===== src/rtl/led_pattern_driver_pkg.sv =====
// Shared definitions for the multi-channel LED pattern driver.
// Mode encodings and the boot-time blink half-period table.
package led_pkg;

    typedef logic [1:0] mode_t;

    localparam mode_t MODE_OFF     = 2'd0;
    localparam mode_t MODE_ON      = 2'd1;
    localparam mode_t MODE_BLINK   = 2'd2;
    localparam mode_t MODE_BREATHE = 2'd3;

    // Staggered boot blink rates: 40, 80, 120 ... ticks, clipped to the counter range.
    function automatic int boot_arg(input int idx, input int bits);
        int max_v;
        int a;
        max_v = (32'sd1 << bits) - 32'sd1;
        a     = 32'sd40 * (idx + 32'sd1);
        return (a > max_v) ? max_v : a;
    endfunction

endpackage


===== src/rtl/led_pattern_driver_channel.sv =====
// One LED channel: holds its mode/arg and tick-driven pattern state,
// and reports whether the LED is lit for the current PWM count.
module led_channel
    import led_pkg::*;
#(
    parameter int                     PWM_BITS  = 8,
    parameter mode_t                  BOOT_MODE = MODE_OFF,
    parameter logic [PWM_BITS-1:0]    BOOT_ARG  = {PWM_BITS{1'b0}}
) (
    input  logic                clk,
    input  logic                rst,
    input  logic                tick,
    input  logic                wr_en,
    input  mode_t               wr_mode,
    input  logic [PWM_BITS-1:0] wr_arg,
    input  logic [PWM_BITS-1:0] pwm_cnt,
    output logic                lit
);

    localparam int                  CW   = PWM_BITS + 1;
    localparam logic [PWM_BITS-1:0] MAX  = {PWM_BITS{1'b1}};
    localparam logic [PWM_BITS-1:0] ZERO = {PWM_BITS{1'b0}};
    localparam logic [PWM_BITS-1:0] ONE  = PWM_BITS'(1);
    localparam logic [PWM_BITS-1:0] BOOT_LEVEL = (BOOT_MODE == MODE_BLINK) ? MAX : ZERO;

    mode_t               mode_q,   mode_d;
    logic [PWM_BITS-1:0] arg_q,    arg_d;
    logic [PWM_BITS-1:0] tcnt_q,   tcnt_d;
    logic                bstate_q, bstate_d;
    logic [PWM_BITS-1:0] level_q,  level_d;
    logic                dir_q,    dir_d;
    logic [PWM_BITS-1:0] arg_eff_s;
    logic                step_s;

    // Next-state: a config write wins over a coincident tick.
    always_comb begin
        mode_d    = mode_q;
        arg_d     = arg_q;
        tcnt_d    = tcnt_q;
        bstate_d  = bstate_q;
        level_d   = level_q;
        dir_d     = dir_q;
        arg_eff_s = (arg_q == ZERO) ? ONE : arg_q;
        step_s    = ({1'b0, tcnt_q} + CW'(1)) >= {1'b0, arg_eff_s};
        if (wr_en) begin
            mode_d   = wr_mode;
            arg_d    = wr_arg;
            tcnt_d   = ZERO;
            bstate_d = 1'b1;
            dir_d    = 1'b1;
            case (wr_mode)
                MODE_ON:    level_d = wr_arg;
                MODE_BLINK: level_d = MAX;
                default:    level_d = ZERO;
            endcase
        end else if (tick && (mode_q == MODE_BLINK)) begin
            if (step_s) begin
                tcnt_d   = ZERO;
                bstate_d = ~bstate_q;
                level_d  = bstate_q ? ZERO : MAX;
            end else begin
                tcnt_d = tcnt_q + ONE;
            end
        end else if (tick && (mode_q == MODE_BREATHE)) begin
            if (!step_s) begin
                tcnt_d = tcnt_q + ONE;
            end else begin
                tcnt_d = ZERO;
                if (dir_q) begin
                    if (level_q == MAX) begin
                        dir_d   = 1'b0;
                        level_d = MAX - ONE;
                    end else begin
                        level_d = level_q + ONE;
                    end
                end else begin
                    if (level_q == ZERO) begin
                        dir_d   = 1'b1;
                        level_d = ONE;
                    end else begin
                        level_d = level_q - ONE;
                    end
                end
            end
        end else begin
            level_d = level_q;
        end
    end

    // Channel state registers.
    always_ff @(posedge clk) begin
        if (rst) begin
            mode_q   <= BOOT_MODE;
            arg_q    <= BOOT_ARG;
            tcnt_q   <= ZERO;
            bstate_q <= 1'b1;
            level_q  <= BOOT_LEVEL;
            dir_q    <= 1'b1;
        end else begin
            mode_q   <= mode_d;
            arg_q    <= arg_d;
            tcnt_q   <= tcnt_d;
            bstate_q <= bstate_d;
            level_q  <= level_d;
            dir_q    <= dir_d;
        end
    end

    assign lit = (level_q == MAX) || (level_q > pwm_cnt);

endmodule


===== src/rtl/led_pattern_driver.sv =====
// Multi-channel LED driver top: shared tick prescaler and PWM counter,
// config-index decode, per-channel pattern engines and registered pins.
module led_pattern_driver
    import led_pkg::*;
#(
    parameter int N_LED      = 6,
    parameter int TICK_DIV   = 27000,
    parameter int PWM_BITS   = 8,
    parameter int ACTIVE_LOW = 1,
    parameter int BOOT_BLINK = 1
) (
    input  logic                clk,
    input  logic                rst,
    input  logic                cfg_we,
    input  logic [3:0]          cfg_idx,
    input  logic [1:0]          cfg_mode,
    input  logic [PWM_BITS-1:0] cfg_arg,
    output logic [N_LED-1:0]    led,
    output logic                tick_o
);

    localparam int               PCNT_W   = $clog2(TICK_DIV);
    localparam logic [N_LED-1:0] PIN_IDLE = {N_LED{ACTIVE_LOW != 0}};

    logic [PCNT_W-1:0]   pcnt_q,    pcnt_d;
    logic                tick_q,    tick_d;
    logic [PWM_BITS-1:0] pwm_cnt_q, pwm_cnt_d;
    logic [N_LED-1:0]    led_q,     led_d;
    logic [N_LED-1:0]    lit_s;
    logic [N_LED-1:0]    wr_en_s;

    // Prescaler, PWM counter and pin polarity.
    always_comb begin
        tick_d    = (pcnt_q == PCNT_W'(TICK_DIV - 1));
        pcnt_d    = tick_d ? {PCNT_W{1'b0}} : (pcnt_q + PCNT_W'(1));
        pwm_cnt_d = pwm_cnt_q + PWM_BITS'(1);
        led_d     = lit_s ^ PIN_IDLE;
    end

    // Shared counters and output pin register.
    always_ff @(posedge clk) begin
        if (rst) begin
            pcnt_q    <= {PCNT_W{1'b0}};
            tick_q    <= 1'b0;
            pwm_cnt_q <= {PWM_BITS{1'b0}};
            led_q     <= PIN_IDLE;
        end else begin
            pcnt_q    <= pcnt_d;
            tick_q    <= tick_d;
            pwm_cnt_q <= pwm_cnt_d;
            led_q     <= led_d;
        end
    end

    for (genvar i = 0; i < N_LED; i++) begin : g_ch
        assign wr_en_s[i] = cfg_we && (cfg_idx == 4'(i));

        led_channel #(
            .PWM_BITS  (PWM_BITS),
            .BOOT_MODE ((BOOT_BLINK != 0) ? MODE_BLINK : MODE_OFF),
            .BOOT_ARG  (PWM_BITS'((BOOT_BLINK != 0) ? boot_arg(i, PWM_BITS) : 0))
        ) u_ch (
            .clk     (clk),
            .rst     (rst),
            .tick    (tick_q),
            .wr_en   (wr_en_s[i]),
            .wr_mode (mode_t'(cfg_mode)),
            .wr_arg  (cfg_arg),
            .pwm_cnt (pwm_cnt_q),
            .lit     (lit_s[i])
        );
    end

    assign led    = led_q;
    assign tick_o = tick_q;

endmodule

===== config.mk =====
export PLATFORM = sky130hd
export DESIGN_NAME = led_pattern_driver
export DESIGN_NICKNAME = d
export VERILOG_FILES = /design/src/rtl/led_pattern_driver_pkg.sv /design/src/rtl/led_pattern_driver_channel.sv /design/src/rtl/led_pattern_driver.sv
export SDC_FILE = /design/constraint.sdc
export NUM_CORES = 1
export LEC_CHECK = 0
export ABC_CLOCK_PERIOD_IN_PS = 3100
export BUFFER_PORTS_ARGS = -buffer_cell sky130_fd_sc_hd__buf_2
export CAP_MARGIN = 10
export CELL_PAD_IN_SITES_DETAIL_PLACEMENT = 2
export CELL_PAD_IN_SITES_GLOBAL_PLACEMENT = 2
export CORE_ASPECT_RATIO = 1.4
export CORE_MARGIN = 2
export CORE_UTILIZATION = 40
export CTS_BUF_LIST = sky130_fd_sc_hd__clkbuf_4
export CTS_CLUSTER_SIZE = 40
export DETAILED_ROUTE_END_ITERATION = 10
export HOLD_SLACK_MARGIN = 0.12
export PLACE_DENSITY_LB_ADDON = 0.1
export SYNTH_ARGS = -nofsm -noshare
export SYNTH_HDL_FRONTEND = slang
export SYNTH_HIERARCHICAL = 1
export SYNTH_SLANG_ARGS = --single-unit

===== constraint.sdc =====
create_clock -name clk -period 3.1 [get_ports clk]
set_input_delay 0.465 -clock clk [delete_from_list [all_inputs] [get_ports clk]]
set_output_delay 0.465 -clock clk [all_outputs]
set_load 0.01 [all_outputs]

==> results.sh <==
export IMPL_run_status="finished, final reports clean"
export IMPL_fin_crit_sh_pct=94.8
export IMPL_grt_use_total_pct=25.7
export IMPL_crit_type="flip-flop to flip-flop"
export IMPL_slew_limit_headroom_pct=49.1
export IMPL_grt_max_degree=24
export IMPL_whs_path_depth=2
export IMPL_synth_top_area_share_pct=27.8
export IMPL_reg2reg_setup_slack_ns=0.16
export IMPL_syn_inst=1782
export IMPL_clk_latency_ns=0.68
export IMPL_cts_made_buffers=17
export IMPL_clockBufferDepth=2
export IMPL_cap_viol_max_count=0
export IMPL_first_pass_iters=4
export IMPL_whs_endpoint="g_ch[5].u_ch/arg_q[3]"
export IMPL_worstReg2RegStart="g_ch[2].u_ch/tcnt_q[0]"
export IMPL_r2r_cells=11
export IMPL_area_growth_synth_to_final_pct=5.47
export IMPL_whs_ns=0.274
export IMPL_ys_ff_latch=198
export IMPL_antenna_found_initial=1
export IMPL_io_pins=24
export IMPL_die_area_um2=37200
export IMPL_ys_flop_type="dfxtp_1"
export IMPL_final_hold_violation_count=0
export IMPL_drc=0
export IMPL_synth_distinct_cells=69
export IMPL_path_cells="ha_1, and4_1, nand2_1, xnor2_1, ha_1, nand2_1, o21a_1, a21boi_0, o31a_1, or2_1, o32a_1"
export IMPL_fin_crit_ns=2.94
export IMPL_fillers=4090
export IMPL_syn_num_nets=1933
export IMPL_avgSynthCellArea_um2=8.00
export IMPL_routedWlPerCell_um=20.8
export IMPL_drt_iter0_drc=461
export IMPL_place_ws_ns=0.131
export IMPL_cts_tree="done"
export IMPL_portBuffers=23
export IMPL_critPathLaunchType="flip-flop"
export IMPL_rows=81
export IMPL_rr_endpoint="g_ch[2].u_ch/level_q[3]"
export IMPL_crit_path_end_kind="flip-flop"
export IMPL_cpPeakStageDelay_ns=0.40
export IMPL_setup_violations=0
export IMPL_die_y_um=227
export IMPL_yosysSeqAreaShare_pct=27.8
export IMPL_tightest_slew_ns=0.764
export IMPL_synth_area_leaders="dfxtp_1, ha_1, a21oi_1, nor2_1, inv_1"
export IMPL_yosysWarningCount=6
export IMPL_clock_sinks=198
export IMPL_yosysTopAreaCell="dfxtp_1"
export IMPL_grt_pass1_vias=14300
export IMPL_drtAntennaViolNets=0
export IMPL_clk_pin_slew_worst_paths_ns=0.18
export IMPL_synth_edf_count=0
export IMPL_ys_async_sr_fraction_pct=0
export IMPL_power_density_nw_per_um2=299
export IMPL_grt_ovfl_total=0
export IMPL_drive_gt1_share_pct=9.46
export IMPL_skew_ns=0.0317
export IMPL_core_area_um2=35100
export IMPL_worstPathRequired_ns=3.68
export IMPL_dieWidth_um=164
export IMPL_final_max_slew_viol_count=0
export IMPL_power_leakage_nw=6.01
export IMPL_syn_cell_area_um2=14300
export IMPL_ir_drop_mv=0.165
export IMPL_globalplace_congestion=0.804
export IMPL_worstHoldPathType="input pin to flip-flop"
export IMPL_layout_nets=1913
export IMPL_final_cells=2233
export IMPL_cp_slowest_cell="dfxtp_2"
export IMPL_hp_start="rst"
export IMPL_dp_cells=2197
export IMPL_seq_area_um2=3970
export IMPL_dp_hpwl_mm=34.4
export IMPL_cp_max_fo=6
export IMPL_dr_total_vias=13100
export IMPL_clock_fmax_ghz=0.340
export IMPL_start_util_pct=40.7
export IMPL_multiInputGateArea_um2=9240
export IMPL_htreeDepth=4
export IMPL_cts_root_buffer="clkbuf_4"
export IMPL_layout_setup_ws_ns=0.163
export IMPL_grt_pass1_wl_mm=75.9
export IMPL_vias_per_cell=5.89
export IMPL_cp_arrival_ns=3.51
export IMPL_postRouteWirelength_mm=46.4
==> final cells by class <==
class	instances	share of cell area [%]
diodes	2	0.0333
clock inverters	15	0.865
well taps	456	3.79
multi-input cells	1331	61.5
inverters	150	3.74
repair buffers	64	2.83
clock buffers	17	0.849
flip-flops and latches	198	26.4
==> layout by cell type (no fill, tap or decap), types with 31 or more instances in the layout <==
master	count
dfxtp_1	192
inv_1	150
nor2_1	149
a21oi_1	148
ha_1	131
nand2_1	129
nand3_1	76
o21ai_0	62
mux2i_1	50
buf_4	40
xnor2_1	39
nor3_1	35
nand2b_1	32
nand4_1	31
a211oi_1	31
==> cells by family (layout without fill, tap and decap cells) <==
group / Yosys count / count (layout) / share of synthesized area (%)
adders and majority gates: 134 / 134 / 11.8
xor gates and xnor gates: 65 / 65 / 3.99
other: 0 / 2 / 0
DFF: 198 / 198 / 27.8
AOI/OAI and AO/OA: 468 / 468 / 22.6
muxes: 55 / 55 / 3.91
and+or+nand+nor: 609 / 609 / 22.4
buffers and inverters: 253 / 246 / 7.57
==> registers in the layout, summed over array words and instances, names as in the netlist <==
name and count:
g_ch.u_ch/mode_q 12, led 6, tick_o 1, g_ch.u_ch/tcnt_q 48
pcnt_q 15, g_ch.u_ch/dir_q 6, g_ch.u_ch/level_q 48, pwm_cnt_q 8
g_ch.u_ch/bstate_q 6, g_ch.u_ch/arg_q 48
==> worst max-delay path by stage <==
stage	endpoint	cells after the start	slack, ns	from
floorplan	g_ch[1].u_ch/level_q[3]	12	0.40	g_ch[1].u_ch/tcnt_q[0]
global placement	g_ch[3].u_ch/level_q[7]	12	0.25	g_ch[3].u_ch/tcnt_q[0]
detailed placement	g_ch[3].u_ch/level_q[4]	12	0.13	g_ch[3].u_ch/tcnt_q[0]
CTS	g_ch[3].u_ch/level_q[4]	12	0.05	g_ch[3].u_ch/tcnt_q[0]
global route	g_ch[4].u_ch/level_q[4]	11	-0.0009	g_ch[4].u_ch/tcnt_q[1]
finish	g_ch[2].u_ch/level_q[3]	11	0.16	g_ch[2].u_ch/tcnt_q[0]
==> layer usage <==
layer	share of wire, %	global-route usage, %	vias up
met2	53	48.6	119
met1	42	29.4	6562
met3	1.8	2.91	74
met5	0	0	-
met4	2.8	9.22	0
li1	-	-	6392
==> timing repair <==
action,in CTS,in global routing
setup buffers,0,1
endpoints found under the hold margin,2,0
endpoints found under the setup margin,0,40
hold buffers,1,0
resized for setup,0,12
==> Yosys cell counts, drive strengths merged (7+ instances only) <==
cell and n:
nor3 38, or2 15, or3 20, ha 134, nand2b 32, o22ai 28
nor4 31, nand2 130, xnor2 39, clkbuf 47, a32o 13, and3 13
and4 25, nand4 31, o21ai 68, inv 150, o2bb2ai 17, buf 56
o22a 29, nor2 151, o32ai 10, mux2i 50, a211oi 31, o32a 10
xor2 26, a21o 15, o21a 21, or4 11, nor3b 7, a21oi 148
dfxtp 198, and2 12, nand3 76, o211ai 18, nor2b 10
==> metrics by stage <==
stage	utilization (%)	power, W	setup TNS (ns)	area (µm²)
after floorplan	-	0.00295	0	14300
after global placement	42.0	0.00313	0	14700
after detailed placement	42.0	0.00315	0	14700
after CTS	42.8	0.00457	0	15000
after global routing	42.9	0.00472	-0.000938	15000
final	42.9	0.00450	0	15000
==> report_power, final <==
group          internal (W)  switching, W  leakage (nW)
logic              0.000160      0.000306          4.26
clock network      0.000355       0.00105         0.145
registers           0.00258     0.0000471          1.61
==> worst max-delay path, delay by kind of cell (launching register included) <==
kind / cells / cell delay (ns)
xor gates and xnor gates: 1 / 0.16
and+or+nand+nor: 4 / 0.74
DFF: 1 / 0.40
AOI/OAI and AO/OA: 4 / 0.96
adders and majority gates: 2 / 0.58
No activity file was read; power rests on OpenSTA's default activity.
